**config.mk**
```make
export PLATFORM = sky130hd
export DESIGN_NAME = muldiv_ctrl
export DESIGN_NICKNAME = d
export VERILOG_FILES = /design/src/rtl/muldiv_pkg.sv /design/src/rtl/muldiv_ctrl.sv
export SDC_FILE = /design/constraint.sdc
export NUM_CORES = 1
export LEC_CHECK = 0
export BUFFER_PORTS_ARGS = -buffer_cell sky130_fd_sc_hd__buf_2
export CORE_MARGIN = 2
export CORE_UTILIZATION = 43
export DETAILED_ROUTE_END_ITERATION = 10
export PLACE_DENSITY = 0.88
export SLEW_MARGIN = 20
export SYNTH_ARGS = -nofsm -noshare
export SYNTH_HDL_FRONTEND = slang
export SYNTH_SLANG_ARGS = --single-unit
export TNS_END_PERCENT = 5
```
**constraint.sdc**
```tcl
create_clock -name clk -period 3.6 [get_ports clk]
set_input_delay 0.54 -clock clk [delete_from_list [all_inputs] [get_ports clk]]
set_output_delay 0.54 -clock clk [all_outputs]
set_load 0.05 [all_outputs]
```
**src/rtl/muldiv_pkg.sv**
```systemverilog
// Shared op codes, controller state encoding and op classification helpers
// for the EX-stage multiply/divide issue controller.
package muldiv_pkg;

    localparam logic [3:0] MD_OP_NONE  = 4'b0000;
    localparam logic [3:0] MD_OP_DIV   = 4'b0001;
    localparam logic [3:0] MD_OP_DIVU  = 4'b0010;
    localparam logic [3:0] MD_OP_MFHI  = 4'b0011;
    localparam logic [3:0] MD_OP_MFLO  = 4'b0100;
    localparam logic [3:0] MD_OP_MTHI  = 4'b0101;
    localparam logic [3:0] MD_OP_MTLO  = 4'b0110;
    localparam logic [3:0] MD_OP_MUL   = 4'b0111;
    localparam logic [3:0] MD_OP_MULT  = 4'b1000;
    localparam logic [3:0] MD_OP_MULTU = 4'b1001;

    typedef enum logic [1:0] {
        MD_IDLE  = 2'd0,
        MD_ISSUE = 2'd1,
        MD_WAIT  = 2'd2,
        MD_DONE  = 2'd3
    } md_state_t;

    // Ops whose unit result is returned to the pipeline; all others answer 0.
    function automatic logic md_op_has_result(input logic [3:0] op);
        return (op == MD_OP_MUL) || (op == MD_OP_MFHI) || (op == MD_OP_MFLO);
    endfunction

    function automatic logic md_op_legal(input logic [3:0] op);
        return (op >= MD_OP_DIV) && (op <= MD_OP_MULTU);
    endfunction

endpackage

```
**src/rtl/muldiv_ctrl.sv**
```systemverilog
// Issue/sequencing controller between EX and the multiply/divide unit.
// Optional perf counters are built when MULDIV_CTRL_PERF_EN is defined.
module muldiv_ctrl
    import muldiv_pkg::*;
#(
    parameter int TIMEOUT_CYCLES = 64,
    parameter int CNT_W          = 7
) (
    input  logic        clk,
    input  logic        rst,
    // Handshakes: a transfer happens on a posedge where valid && ready;
    // valid never waits on ready, and the payload is stable while valid is high.
    input  logic        req_valid,
    input  logic [3:0]  req_op,
    input  logic [31:0] req_rs,
    input  logic [31:0] req_rt,
    output logic        req_ready,
    input  logic        flush,
    output logic [3:0]  md_op,
    output logic [31:0] md_rs,
    output logic [31:0] md_rt,
    input  logic        md_stall,
    input  logic [31:0] md_res,
    output logic        resp_valid,
    input  logic        resp_ready,
    output logic [31:0] resp_data,
    output logic        resp_err,
    output logic        busy,
    output logic [1:0]  dbg_state
`ifdef MULDIV_CTRL_PERF_EN
    ,
    output logic [31:0] perf_ops,
    output logic [31:0] perf_stall_cycles
`endif
);

    md_state_t        state_q, state_d;
    logic [3:0]       op_q;
    logic [31:0]      rs_q, rt_q;
    logic [CNT_W-1:0] cnt_q;
    logic [31:0]      rdata_q;
    logic             rerr_q;
    logic             timeout_hit;

    assign timeout_hit = (cnt_q == CNT_W'(TIMEOUT_CYCLES - 1));

    // State register
    always_ff @(posedge clk or posedge rst) begin
        if (rst) begin
            state_q <= MD_IDLE;
        end else begin
            state_q <= state_d;
        end
    end

    // Next-state logic; flush overrides everything, including a new request.
    always_comb begin
        state_d = state_q;
        case (state_q)
            MD_IDLE: begin
                if (!flush && req_valid) begin
                    state_d = md_op_legal(req_op) ? MD_ISSUE : MD_DONE;
                end
            end
            MD_ISSUE: begin
                state_d = flush ? MD_IDLE : MD_WAIT;
            end
            MD_WAIT: begin
                if (flush) begin
                    state_d = MD_IDLE;
                end else if (!md_stall || timeout_hit) begin
                    state_d = MD_DONE;
                end
            end
            MD_DONE: begin
                if (flush || resp_ready) begin
                    state_d = MD_IDLE;
                end
            end
            default: state_d = MD_IDLE;
        endcase
    end

    // Operand latch, WAIT counter and response capture
    always_ff @(posedge clk or posedge rst) begin
        if (rst) begin
            op_q    <= MD_OP_NONE;
            rs_q    <= '0;
            rt_q    <= '0;
            cnt_q   <= '0;
            rdata_q <= '0;
            rerr_q  <= 1'b0;
        end else begin
            case (state_q)
                MD_IDLE: begin
                    if (!flush && req_valid) begin
                        op_q    <= req_op;
                        rs_q    <= req_rs;
                        rt_q    <= req_rt;
                        rdata_q <= '0;
                        rerr_q  <= !md_op_legal(req_op);
                    end
                end
                MD_ISSUE: begin
                    cnt_q <= '0;
                end
                MD_WAIT: begin
                    cnt_q <= cnt_q + CNT_W'(1);
                    if (!md_stall) begin
                        rdata_q <= md_op_has_result(op_q) ? md_res : 32'd0;
                        rerr_q  <= 1'b0;
                    end else if (timeout_hit) begin
                        rdata_q <= '0;
                        rerr_q  <= 1'b1;
                    end
                end
                default: begin
                end
            endcase
        end
    end

    // Outputs; the unit sees NONE outside ISSUE/WAIT so its done flags clear.
    always_comb begin
        req_ready  = 1'b0;
        md_op      = MD_OP_NONE;
        md_rs      = '0;
        md_rt      = '0;
        resp_valid = 1'b0;
        resp_data  = '0;
        resp_err   = 1'b0;
        busy       = (state_q != MD_IDLE);
        dbg_state  = state_q;
        case (state_q)
            MD_IDLE: begin
                req_ready = 1'b1;
            end
            MD_ISSUE, MD_WAIT: begin
                md_op = op_q;
                md_rs = rs_q;
                md_rt = rt_q;
            end
            MD_DONE: begin
                resp_valid = 1'b1;
                resp_data  = rdata_q;
                resp_err   = rerr_q;
            end
            default: begin
            end
        endcase
    end

`ifdef MULDIV_CTRL_PERF_EN
    // A flushed DONE is a dropped response, not a completed one.
    always_ff @(posedge clk or posedge rst) begin
        if (rst) begin
            perf_ops          <= '0;
            perf_stall_cycles <= '0;
        end else begin
            if (state_q == MD_DONE && resp_ready && !flush && !rerr_q) begin
                perf_ops <= perf_ops + 32'd1;
            end
            if (state_q == MD_WAIT && md_stall) begin
                perf_stall_cycles <= perf_stall_cycles + 32'd1;
            end
        end
    end
`endif

endmodule

```
Word level (Yosys, flattened, before mapping). Cells that the tools add are included.

$add $sub $neg: 1. Multipliers: 0. Div/mod/pow operators: 0. $lt $le $gt $ge: 2. Equality and inequality tests: 11. Shifts and indexed selects: 0. Muxes and demuxes: 24. Bitwise operators: 0. Reduce and logical (&&, ||, !) cells: 17.

Operators with widths (count): 32-bit 2-to-1 mux (7); 32-bit one-hot mux with 2 select lines (1); 7-bit one-hot mux with 2 select lines (1); 2-bit 2-to-1 mux (6); 4-bit by 3-bit == test with 1-bit output (second input constant) (2); 2-bit one-hot mux with 4 select lines (1); 7-bit by 1-bit adder with 7-bit output (second input constant) (1); 7-bit by 6-bit == test with 1-bit output (second input constant) (1); 1-bit 2-to-1 mux (6); 3-bit inequality test (second input constant) (2); 3-bit AND reduction (2); 2-bit nonzero test (3); 2-bit == test (second input constant) (2); 4-bit by 2-bit == test with 1-bit output (second input constant) (1); 4-bit by 1-bit >= comparator with 1-bit output (second input constant) (1); 4-bit less-or-equal comparator (second input constant) (1); 1-bit logical OR (4); 4-bit 2-to-1 mux (1); 2-bit inequality test (second input constant) (2); 1-bit zero test (3); 2-bit by 1-bit == test with 1-bit output (second input constant) (1); 1-bit logical AND (2); 2-bit zero test (1); 1-bit one-hot mux with 2 select lines (1); 2 further kinds (2).

Bits in registers: 110. Latch bits: 0. Bits in writable memories: 0. ROM bits: 0. Input bits: 106. Output and inout bits: 106. Memories kept: 0.

Depth between registers and ports, before layout.
Depth after elaboration: 6. Depth in mapped cells: 8. Mapped depth without buffers: 6.

Worst setup path after synthesis. No wires, ideal clock.

Path type: flip-flop to output port. Start point: register state_q[0] (netlist: dbg_state[0]). End point: output md_rs[11]. Arrival time: 2.302 ns. Path slack: 0.758 ns. Cell stages (with the launch flop): 7. Buffers on the path: 3. Cell sequence: dfrtp_1 > inv_1 > ha_1 > clkbuf_1 > clkbuf_1 > clkbuf_1 > and2_1.

Longest elaborated chain between the ends: 3.

RTL lines: start, declared (line muldiv_ctrl.sv:37) `md_state_t state_q, state_d;`; start signal, assigned (line muldiv_ctrl.sv:52) `state_q <= state_d;`; 2-bit == test / 2-bit by 1-bit == test with 1-bit output (equally long branches) (line muldiv_ctrl.sv:134) `case (state_q)`; 2-bit OR reduction * (line muldiv_ctrl.sv:134); 32-bit 2-to-1 mux * (line muldiv_ctrl.sv:134); end, declared (line muldiv_ctrl.sv:20) `output logic [31:0] md_rs,`.

Mark *: on every way between the ends. The rest lies on a longest branch, timed or not.

Final worst setup path.
Start point: register state_q[1] (netlist: dbg_state[1]). End point: output md_rt[26].

Longest elaborated chain between the ends: 3.

RTL lines: 2-bit == test / 2-bit by 1-bit == test with 1-bit output (equally long branches) (line muldiv_ctrl.sv:134); 2-bit OR reduction * (line muldiv_ctrl.sv:134); 32-bit 2-to-1 mux * (line muldiv_ctrl.sv:134); end, declared (line muldiv_ctrl.sv:21) `output logic [31:0] md_rt,`.

Marked as above.

==> run summary <==
Peak supply drop - 0.00109 V
Post-route ant nets - 0
N_diodes - 0
Min Hold Slack - 365 ps
Worst-Skew Late Latency - 350 ps
Vias - 3781
Yosys top cell area share - 54.7%
Fin nets - 719
Req. time, crit path - 3060 ps
IO Pins - 212
CP max-delay cell - ha_2
Initial antenna violation count - 0
Sequential-to-total area share from yosys stat - 54.7%
Share of cells above drive strength 1 - 50.4%
Cells after synthesis - 406
Slew Viols, Final - 0
GPL Wtd Cong - 0.848
CTS H-tree depth - 3
Cells along the critical path - inv_1 -> ha_2 -> and2_1 -> buf_2
Setup bufs post-CTS - 0
EDFF count, synth - 0
Mapped Nets - 518
Most frequent cells in the layout - buf_2, dfrtp_1, and2_1
Largest net degree at the start of global routing - 94
Async S/R FF share, synth - 100%
Buffers added on ports - 211
HPWL after DPL - 8170 um
Post-Syn Area - 5030 um^2
Final Util - 56.8%
Die area - 12600 um^2
Measured slew at the worst slew-check pin - 966 ps
Root Driver - clkbuf_16
Fin. Hold Viols - 0
Post-CTS resize count - 0
Initial DRC count - 247
Total negative slack - 0 ps
Final min period - 2880 ps
Synth area leader - dfrtp_1
Initial core utilization - 44.1%
Area delta synth->final - 28.8%
Critical Path AT - 2340 ps
CTS tree - built
Max clock buf depth - 2
Crit path launch type - register
Power Density - 1080 nW/um^2
Final setup fails - 0
Fill cells - 956
Gr usage total - 18.9%
Final WL - 11600 um
Worst setup EP type - primary output
Tcrit/Tclk final - 80.0%
Clock skew - 4.34 ps
Synth unique cells - 33
Die Ht - 112 um
Worst hold path type - in -> async
Post-synth top flop - dfrtp_1
Cell row count - 39
Slew Limit Headroom - 35.6%
Wirelength per Cell - 15.4 um
Vias per std cell - 5.01
Total clock sinks - 110
Post-synthesis register bit count - 110
Crit path max fanout - 69
DR pass1 iterations - 4
MaxCap Viol Count - 0
Place WS - 1070 ps
Hold buffer count at CTS - 0
Run status - finished clean
Setup WS post-layout - 719 ps
Syn Area/Cell - 12.4 um^2
Yosys warns - 0
CTS buffer count - 9
Final Non-Filler Cells - 754
GRT Residual Overflow - 0
First-pass GRT wire length - 19000 um
RSZ-0062 raised after global routing - no
Placed cell count - 739
Synth area leaders - dfrtp_1, mux2_2, and2_1
Core area - 11400 um^2
Clock transition at path regs - 70 ps
Kind of critical path - reg -> out
Die Wd - 112 um
Post-route DRC - 0
Delay of the slowest critical-path stage - 930 ps
Lkg Pwr - 0.00334 uW
F_max - 347 MHz
Vias in the first global route - 3894
Most common cell after layout, fill and taps aside - buf_2
metal layers:
layer  wire (um)  vias up  GRT usage, %
met1        4800     1809          22.4
met2        5660      162          31.6
met4         192        0          6.34
met5           0        -             0
met3         965       19          7.18
li1            -     1791             -
stage by stage:
stage | power [uW] | cell area (um^2)
after floorplan | 5130 | 5030
after global placement | 5920 | 6190
after detailed placement | 6020 | 6190
after CTS | 7040 | 6480
after global routing | 7350 | 6480
final | 6980 | 6480
worst paths after layout:
path / from / cells after the start / slack [ps] / end
worst max-delay path: dbg_state[1] / 4 / 720 / md_rt[26]
worst min-delay path: rst / 2 / 370 / rs_q[18]
worst max register to register: dbg_state[0] / 7 / 1300 / rdata_q[3]
worst min register to register: rs_q[17] / 1 / 500 / rs_q[17]
max in group asynchronous: rst / 3 / 2560 / rt_q[7]
min in group clk: md_res[8] / 2 / 400 / rdata_q[8]
worst max-delay path: cells and delay by family, from the launching register on:
| kind | cells | cell delay, ps |
|---|---|---|
| AND/OR/NAND/NOR | 1 | 240 |
| flip-flops | 1 | 420 |
| buffers and inverters | 2 | 360 |
| adder cells (fa/ha/maj) | 1 | 930 |
registers in the layout (all words and copies together) (netlist names):
| register | flops |
|---|---|
| rt_q | 32 |
| rdata_q | 32 |
| op_q | 4 |
| cnt_q | 7 |
| dbg_state | 2 |
| rerr_q | 1 |
| rs_q | 32 |
layout make-up:
cell class,count,area [um^2],area share (%)
clock buffer,11,243,3.75
clock inverter,4,47.5,0.734
inverter,13,56.3,0.869
multi-input combinational,257,2110,32.5
sequential,110,2750,42.5
tap,143,179,2.76
timing repair buffer,216,1090,16.9
cells in the mapped netlist, types with 4 or more instances:
cell,number
a21oi_1,4
a22o_1,33
and2_1,101
buf_1,4
buf_2,6
buf_6,4
clkbuf_1,12
dfrtp_1,110
ha_1,6
inv_1,12
mux2_2,69
nand2_1,4
nand3_1,5
o21ai_0,7
o22ai_1,4
logic make-up after synthesis:
logic type | Yosys count | share of synthesized area, %
simple gates | 125 | 15.6
flops | 110 | 54.7
mux | 72 | 16.0
compound gates | 54 | 8.50
buf+inv | 39 | 3.70
fa+ha+maj | 6 | 1.49
power by group:
group | internal (uW) | switching (uW)
registers | 1690 | 230
logic | 1160 | 2900
clock network | 553 | 444
Power figures use the tool's default switching activity.
